$ cat src/rtl/vedic_column_multiplier_pkg.sv
// Purpose : shared FSM encoding and width helper for the Vedic column multiplier.
// Latency : n/a (types and constant functions only).
// Backpressure: n/a.
package vedic_column_multiplier_pkg;

    typedef enum logic [1:0] {
        ST_IDLE = 2'd0,
        ST_RUN  = 2'd1,
        ST_DONE = 2'd2
    } state_t;

    // Width of a column sum, the running carry and the column index.
    // A column holds at most WIDTH AND terms; with the incoming carry the
    // sum stays below 2*WIDTH. The index tops out at 2*WIDTH-1.
    function automatic int cw_bits(input int width);
        return $clog2(2 * width);
    endfunction

endpackage

$ cat src/rtl/vedic_column_pp.sv
// Purpose : popcount of one Urdhva-Tiryagbhyam diagonal (all a[i]&b[j] with i+j=col).
// Latency : combinational.
// Backpressure: none; pure function of a, b, col.
//
// Ports:
//   a, b    operands (WIDTH bits, unsigned)
//   col     diagonal index, 0..2*WIDTH-2
//   pp_cnt  number of set AND terms on that diagonal (CW bits)
module vedic_column_pp
    import vedic_column_multiplier_pkg::*;
#(
    parameter int WIDTH = 8,
    parameter int CW    = cw_bits(WIDTH)
) (
    input  logic [WIDTH-1:0] a,
    input  logic [WIDTH-1:0] b,
    input  logic [CW-1:0]    col,
    output logic [CW-1:0]    pp_cnt
);

    // Full AND plane; pp_plane[i][j] = a[i] & b[j].
    logic [WIDTH-1:0][WIDTH-1:0] pp_plane;

    for (genvar gi = 0; gi < WIDTH; gi++) begin : g_row
        for (genvar gj = 0; gj < WIDTH; gj++) begin : g_col
            assign pp_plane[gi][gj] = a[gi] & b[gj];
        end
    end

    // Select the anti-diagonal i+j == col and count its ones.
    always_comb begin
        pp_cnt = '0;
        for (int i = 0; i < WIDTH; i++) begin
            for (int j = 0; j < WIDTH; j++) begin
                if (i + j == int'(col)) begin
                    pp_cnt = pp_cnt + CW'(pp_plane[i][j]);
                end
            end
        end
    end

endmodule

$ cat src/rtl/vedic_column_multiplier.sv
// Purpose : sequential Vedic crosswise unsigned multiplier, one product column per clock.
// Latency : out_valid rises 2*WIDTH-1 cycles after the input accept edge.
// Backpressure: in_ready only in IDLE; result held in DONE until out_ready.
//
// Ports:
//   clk, rst_n           clock, asynchronous active-low reset
//   in_valid / in_ready  operand handshake (a, b captured on accept)
//   a, b                 WIDTH-bit unsigned operands
//   out_valid/out_ready  product handshake
//   product              2*WIDTH-bit a*b, stable while out_valid
module vedic_column_multiplier
    import vedic_column_multiplier_pkg::*;
#(
    parameter int WIDTH = 8
) (
    input  logic                 clk,
    input  logic                 rst_n,
    input  logic                 in_valid,
    output logic                 in_ready,
    input  logic [WIDTH-1:0]     a,
    input  logic [WIDTH-1:0]     b,
    output logic                 out_valid,
    input  logic                 out_ready,
    output logic [2*WIDTH-1:0]   product
);

    localparam int CW = cw_bits(WIDTH);

    state_t             state_q;
    state_t             state_d;
    logic [WIDTH-1:0]   a_q;
    logic [WIDTH-1:0]   b_q;
    logic [CW-1:0]      col_q;
    logic [CW-1:0]      carry_q;
    logic [2*WIDTH-1:0] product_q;
    logic [CW-1:0]      pp_cnt;
    logic [CW-1:0]      col_sum;
    logic               last_col;

    vedic_column_pp #(
        .WIDTH (WIDTH),
        .CW    (CW)
    ) u_pp (
        .a      (a_q),
        .b      (b_q),
        .col    (col_q),
        .pp_cnt (pp_cnt)
    );

    // Cannot overflow: column popcount <= WIDTH and carry stays small enough
    // that the sum is always below 2*WIDTH.
    assign col_sum  = pp_cnt + carry_q;
    assign last_col = (col_q == CW'(2 * WIDTH - 2));

    // Handshake outputs come straight from the state register, so there is
    // no combinational path from in_valid or out_ready.
    assign in_ready  = (state_q == ST_IDLE);
    assign out_valid = (state_q == ST_DONE);
    assign product   = product_q;

    always_ff @(posedge clk or negedge rst_n) begin
        if (!rst_n) begin
            state_q <= ST_IDLE;
        end else begin
            state_q <= state_d;
        end
    end

    always_comb begin
        state_d = state_q;
        case (state_q)
            ST_IDLE: if (in_valid)  state_d = ST_RUN;
            ST_RUN:  if (last_col)  state_d = ST_DONE;
            ST_DONE: if (out_ready) state_d = ST_IDLE;
            default:                state_d = ST_IDLE;
        endcase
    end

    always_ff @(posedge clk or negedge rst_n) begin
        if (!rst_n) begin
            a_q       <= '0;
            b_q       <= '0;
            col_q     <= '0;
            carry_q   <= '0;
            product_q <= '0;
        end else begin
            case (state_q)
                ST_IDLE: begin
                    if (in_valid) begin
                        a_q       <= a;
                        b_q       <= b;
                        col_q     <= '0;
                        carry_q   <= '0;
                        product_q <= '0;
                    end
                end
                ST_RUN: begin
                    product_q[col_q] <= col_sum[0];
                    carry_q          <= col_sum >> 1;
                    col_q            <= col_q + CW'(1);
                    // The final carry is a single bit and becomes the MSB.
                    if (last_col) begin
                        product_q[2*WIDTH-1] <= col_sum[1];
                    end
                end
                default: ;
            endcase
        end
    end

endmodule

$ cat config.mk
export PLATFORM = sky130hd
export DESIGN_NAME = vedic_column_multiplier
export DESIGN_NICKNAME = d
export VERILOG_FILES = /design/src/rtl/vedic_column_multiplier_pkg.sv /design/src/rtl/vedic_column_pp.sv /design/src/rtl/vedic_column_multiplier.sv
export SDC_FILE = /design/constraint.sdc
export NUM_CORES = 1
export LEC_CHECK = 0
export ABC_AREA = 0
export CAP_MARGIN = 20
export CORE_ASPECT_RATIO = 2
export CORE_MARGIN = 2
export CORE_UTILIZATION = 30
export CTS_CLUSTER_DIAMETER = 60
export CTS_CLUSTER_SIZE = 40
export DETAILED_ROUTE_END_ITERATION = 7
export DONT_BUFFER_PORTS = 1
export GPL_ROUTABILITY_DRIVEN = 0
export REMOVE_ABC_BUFFERS = 1
export SLEW_MARGIN = 20
export SYNTH_ARGS = -nofsm -noshare
export SYNTH_HDL_FRONTEND = slang
export SYNTH_SLANG_ARGS = --single-unit
export TNS_END_PERCENT = 20
$ cat constraint.sdc
create_clock -name clk -period 46.5 [get_ports clk]
set_input_delay 9.3 -clock clk [delete_from_list [all_inputs] [get_ports clk]]
set_output_delay 9.3 -clock clk [all_outputs]
set_load 0.01 [all_outputs]
Word level (Yosys, flattened, before mapping):

Index checks and enable logic that the tools add are counted.
Widths: inputs -> output; s select.

* bits in registers: 42
* bits of input ports: 20
* output and inout bits: 18
* logic and storage cells: 241

* add/subtract/negate cells: 65
* order comparisons: 2
* eq/ne operators: 20
* muxes and demuxes: 77
* bitwise gates (word level): 64
* reductions and logical operators: 7

Operators by type and width (number)
* $mux 4: 64
* $add 4x1->4: 62
* $and 1x1->1: 64
* $eq 4x4->1 const A: 8
* $pmux 16 s2: 1
* $bwmux 16: 1
* $eq 3x4->1 const A: 4
* $mux 16: 1
* $pmux 4 s2: 2
* $eq 2x4->1 const A: 2
* $mux 2: 3
* $pmux 2 s3: 1
* $lt 4x5->1 const B: 1
* $add 4x1->4 const B: 1
* $add 4x4->4: 1
* $demux 1 s4: 1
* $eq 4x4->1 const B: 1
* $ge 4x1->1 const B: 1
* $logic_not 4->1: 1
* $ne 2x2->1 const B: 2
* $reduce_and 2->1: 2
* $mux 1: 3
* $reduce_and 3->1: 1
* $add 1x1->2: 1
* 6 further kinds: 6

Longest topological paths before layout:

Gate-level depths: netlist (run 1).

* depth in word-level cells: 132
* depth in mapped cells: 225
* depth with buffers taken out: 223

Hierarchy:

From an unflattened synthesis (run 1), not the netlist that was laid out.

* cell total of the unflattened synthesis: 1114
* area total of the unflattened synthesis: 8479.4 um^2

By module, submodules not included
* vedic_column_pp: instances 1, cells an instance 938, area an instance 6439.9 um^2
* vedic_column_multiplier: instances 1, cells an instance 176, area an instance 2039.5 um^2

Worst setup path after synthesis (run 1):

Ideal clock, no wire load.

* path type: register -> register
* from: register col_q[0]
* to: register carry_q[2]
* data arrival time: 39627 ps
* required time: 46369 ps
* path slack: 6742 ps
* stages on the path, launching flop included: 224
* path buffers: 2
* clock period less this slack: 39758 ps
* cells stage by stage: dfrtp_1 -> inv_1 -> ha_1 -> clkbuf_1 -> buf_1 -> nand3_1 -> nor2_1 -> ha_1 -> nand2_1 -> a21oi_1 -> ha_1 -> nor2b_1 -> a211oi_1 -> ha_1 -> nand2_1 -> a21oi_1 -> ha_1 -> ha_1 -> [188 not listed] -> nor2_1 -> nor2_1 -> ha_1 -> nand2_1 -> o31ai_1 -> ha_1 -> mux2_2 -> ha_1 -> a21o_1 -> a21oi_1 -> nand3_1 -> mux2_2 -> nand4_1 -> xnor2_2 -> xor2_1 -> xnor3_1 -> xor3_1 -> o21ai_1

* word-level cells in the longest chain between the ends: 130
* elaborated cells between the ends (all ways): 144
* classes of those cells: add/sub: 64; eq/ne: 14; mux: 65; reduce/logical: 1

RTL lines
* start, declared: line vedic_column_multiplier.sv:33 `logic [CW-1:0] col_q;`
* start signal, assigned: line vedic_column_multiplier.sv:100 `col_q <= col_q + CW'(1);`
* $logic_not 4->1: line vedic_column_pp.sv:35 `if (i + j == int'(col)) begin`
* $mux 1: line vedic_column_pp.sv:35
* $add 1x1->2: line vedic_column_pp.sv:36 `pp_cnt = pp_cnt + CW'(pp_plane[i][j]);`
* $mux 4: line vedic_column_pp.sv:35
* $add 4x1->4: line vedic_column_pp.sv:36
* $mux 4: line vedic_column_pp.sv:35
* $add 4x1->4: line vedic_column_pp.sv:36
* $mux 4: line vedic_column_pp.sv:35
* [114 not listed]
* $add 4x1->4: line vedic_column_pp.sv:36
* $mux 4: line vedic_column_pp.sv:35
* $add 4x1->4: line vedic_column_pp.sv:36
* $mux 4: line vedic_column_pp.sv:35
* $add 4x1->4: line vedic_column_pp.sv:36
* $mux 4 *: line vedic_column_pp.sv:35
* $add 4x4->4 *: line vedic_column_multiplier.sv:52 `assign col_sum = pp_cnt + carry_q;`
* $pmux 4 s2 *: line vedic_column_multiplier.sv:87 `case (state_q)`
* end signal, assigned: line vedic_column_multiplier.sv:99 `carry_q <= col_sum >> 1;`
* end, declared: line vedic_column_multiplier.sv:34 `logic [CW-1:0] carry_q;`

Every way passes the cells marked *; elsewhere a longest branch is shown, timed or not.
A chain may end at the register's enable or synchronous reset.

Worst setup path in the final report (run 1):

Ends and elaborated chain as after synthesis.

==> results_tabular.tex, run 1 <==
\begin{tabular}{lr}
\hline
Metric & Value \\
\hline
\multicolumn{2}{l}{\textbf{Critical path}} \\
Largest fanout of any net on the critical path & 20 \\
Family with the most delay on the worst path & adder cells \\
Crit-path max cell delay & $\sim$0.44 ns \\
FF-to-FF End & carry\_q[2] \\
Depth of the worst register-to-register path & 222 \\
Crit end category & flip-flop \\
Launch point of the worst reg-to-reg path & col\_q[0] \\
Depth of the critical timing path with buffers and inverters included & 222 \\
CP dominant cell by count & ha\_1 \\
Critical path class & flip-flop to flip-flop \\
Cell with the largest stage delay on the worst path & dfrtp\_1 \\
Data required time of the worst path & 46.66 ns \\
Startpoint kind of the worst setup timing path & flip-flop \\
Crit path DAT & 43.70 ns \\
Register-to-register path setup slack & a little under 3 ns \\
Combined buffer and inverter count along the critical path & 12 \\
\multicolumn{2}{l}{\textbf{Run}} \\
Reported max-cap violation count & 0 \\
\multicolumn{2}{l}{\textbf{Timing}} \\
Peak clock frequency supported by timing & 0.0230 GHz \\
Rel. slew slack & 0.502 \\
Worst hold-check slack & roughly 0.52 ns \\
Worst Clk Skew & 0.00551 ns \\
Transition time at the pin with the least slew margin & 0.747 ns \\
Final Hold Viols & 0 \\
Final setup violation count & 0 \\
Number of slew-limit violations in the final report & 0 \\
Post-layout minimum cycle time & 43.53 ns \\
Share of the cycle needed by the critical path after routing & 0.936 \\
Total negative setup slack & 0 ns \\
\multicolumn{2}{l}{\textbf{Global route}} \\
Wire length of the first global-routing pass & around 50000 µm \\
Overflow after GRT & 0 \\
Maximum number of pins on one net before global-route repair & 42 \\
All-Layer GR Usage & 0.201 \\
Antenna violations before repair & 1 \\
Via count of the first global-routing pass & 9637 \\
\multicolumn{2}{l}{\textbf{Clock tree}} \\
Post-CTS Setup Bufs & 0 \\
Clock insertion delay at the later pin of the skew report & 0.29 ns \\
Count of H-tree levels built during CTS & 2 \\
Hold buffer count at CTS & 0 \\
Post-cts repair resize count & 0 \\
CTS buffer count & 5 \\
CTS tree & yes \\
Clock transition at path regs & approximately 0.07 ns \\
Number of buffers on the longest clock path & 2 \\
Number of clock sinks & 41 \\
Root cell of the clock tree & clkbuf\_16 \\
\multicolumn{2}{l}{\textbf{Die}} \\
Overall die area & 32700 µm² \\
Area of the placeable core & 30700 µm² \\
Starting density of the core & 0.304 \\
Row Count & 91 \\
Overall die height & 254 µm \\
Num ports & 38 \\
Width of the die & about 130 µm \\
\multicolumn{2}{l}{\textbf{Worst hold path}} \\
Hold path startpoint & carry\_q[2] \\
Classification of the worst-slack hold path & flip-flop to flip-flop \\
Number of cells traversed by the worst hold path & 2 \\
Worst Hold Path EP & carry\_q[2] \\
\multicolumn{2}{l}{\textbf{Place}} \\
Estimated wirelength of the detail-placed design & 26100 µm \\
Buffers added on ports & 0 \\
Instance area at placement & just under 10000 µm² \\
\multicolumn{2}{l}{\textbf{Drt}} \\
Via count of the routed design & 9694 \\
DRT Wirelength & approximately 33000 µm \\
Post-detailed-route via-to-cell ratio & 5.98 \\
Detail Route Antenna Nets & 0 \\
Iteration-0 DRC count of the detailed router & 575 \\
Drt pass-1 iters & 8 \\
Final routed wire length divided by cell count & 20.7 µm \\
Number of DRC violations after detailed routing & 0 \\
\multicolumn{2}{l}{\textbf{Yosys}} \\
Flip-flop cell with the highest count after synthesis & dfrtp\_1 \\
Yosys cell types & 86 \\
Total number of yosys warnings & 0 \\
Post-synthesis cell count & about 1300 \\
\#FFs+latches synth & 41 \\
Mapped cell area & just over 9000 µm² \\
Syn avg cell area & 7.28 µm² \\
Share of synthesized area occupied by flip-flops and latches & 0.110 \\
Top-count cell post-synth & nand2\_1 \\
Largest cells by area after synthesis & ha\_1 18\%, dfrtp\_1 11\%, nand2\_1 8.2\% \\
Number of synthesized flops with an enable pin & 0 \\
Cell taking the most area after synthesis & ha\_1 \\
Most frequent cells after synthesis & 204 x nand2\_1, 131 x ha\_1, 129 x nor2\_1, 78 x a21oi\_1, 76 x and2\_1 \\
Proportion of netlist area held by the largest area contributor & 0.175 \\
Share of async-settable or async-resettable flops after synthesis & 1.00 \\
\multicolumn{2}{l}{\textbf{Outcome}} \\
Result of the run & finished, final reports clean \\
\multicolumn{2}{l}{\textbf{Layout}} \\
Final nets & around 1400 \\
Final non-filler cell area & about 9900 µm² \\
Fraction of final layout cells with drive strength greater than 1 & 0.0833 \\
Layout-stage area growth over the synthesis result & 6.08\% \\
\hline
\end{tabular}
cells in the final DEF (no fill, tap or decap), types with 8 or more instances in the layout:
cell and n:
a21o_1 10, a21oi_1 76, a31oi_1 16, and2_1 76, and3_1 23, buf_4 26, dfrtp_1 41, ha_1 131
inv_1 33, mux2_2 27, mux2i_1 16, nand2_1 204, nand2b_1 16, nand3_1 49, nand4_1 14, nor2_1 128
nor2b_1 8, nor3_1 15, o211ai_1 22, o21a_1 11, o21ai_0 54, o22ai_1 10, o31ai_1 20, xnor2_1 36
xnor3_1 9, xor2_1 26
area by class of cell:
cell class,instances,area (µm²)
repair buffers,26,195
multi-input cells,1140,7950
diodes,1,2.50
fillers,3359,20800
clock buffers,5,125
flip-flops and latches,41,1030
clock inverters,3,25.0
inverters,33,124
well taps,372,465
per-layer routing:
layer	track usage	vias up	wire length, µm
met5	0	-	0
met4	0.185	0	3700
met3	0.0149	186	1230
met2	0.383	374	17400
met1	0.183	4581	11100
li1	-	4553	-
through the flow:
step,setup WS (ns),util,cells
after global placement,3.08,0.316,1612
final,2.97,0.322,1621
after global routing,-0.0671,0.322,1621
after detailed placement,2.08,0.316,1612
after CTS,2.01,0.321,1620
after floorplan,5.99,-,1214
worst max-delay path by stage:
| stage | end | start | slack, ns |
|---|---|---|---|
| after global placement | carry_q[2] | col_q[2] | 3.08 |
| after global routing | carry_q[2] | col_q[1] | -0.07 |
| after CTS | carry_q[2] | col_q[2] | 2.01 |
| after detailed placement | carry_q[2] | col_q[2] | 2.08 |
| after floorplan | carry_q[2] | col_q[2] | 5.99 |
| final | carry_q[2] | col_q[0] | 2.97 |
logic make-up (layout without fill, tap and decap cells):
group                      Yosys count  after routing  synth area share
adders and majority gates          132            132             0.178
DFF                                 41             41             0.110
and+or+nand+nor                    575            575             0.295
AOI/OAI and AO/OA                  308            308             0.222
buffers and inverters              103             67            0.0432
xor gates and xnor gates            78             78            0.0952
muxes                               47             47            0.0569
other                                0              1                 0
worst reg2reg max path: cells and delay by family, from the launching register on:
kind / cells / cell delay, ns
adders and majority gates: 66 / 19.56
DFF: 1 / 0.44
xor gates and xnor gates: 4 / 0.93
AOI/OAI and AO/OA: 66 / 11.66
and+or+nand+nor: 65 / 7.33
muxes: 9 / 2.41
buffers and inverters: 12 / 1.12
registers in the layout (all words and copies together), names as in the netlist:
name     flops
a_q          8
carry_q      3
col_q        4
b_q          8
state_q      2
product     16
Power of run 1 is not shown: default switching activity piles up to over one toggle a cycle in this logic, so the estimate is an artifact.
==> inputs of run 2 (changes only) <==
--- a/config.mk
+++ b/config.mk
@@ -6,7 +6,6 @@
 export NUM_CORES = 1
 export LEC_CHECK = 0
 export ABC_AREA = 0
-export CAP_MARGIN = 20
 export CORE_ASPECT_RATIO = 2
 export CORE_MARGIN = 2
 export CORE_UTILIZATION = 30
==> results of run 2 <==
Final layout, timing and power as in run 1 (identical DEF).
Power of run 2 is left out for the same reason.
==> inputs of run 3 (changes only) <==
--- a/config.mk
+++ b/config.mk
@@ -6,6 +6,7 @@
 export NUM_CORES = 1
 export LEC_CHECK = 0
 export ABC_AREA = 0
+export ABC_CLOCK_PERIOD_IN_PS = 46500
 export CORE_ASPECT_RATIO = 2
 export CORE_MARGIN = 2
 export CORE_UTILIZATION = 30
==> constraint.sdc (replaced) <==
create_clock -name clk -period 46.5 [get_ports clk]
set_input_delay 4.65 -clock clk [delete_from_list [all_inputs] [get_ports clk]]
set_output_delay 4.65 -clock clk [all_outputs]
set_load 0.01 [all_outputs]
==> results of run 3 <==
The final DEF is identical to that of run 1. Status: finished, final reports clean.
Power of run 3 is left out for the same reason.
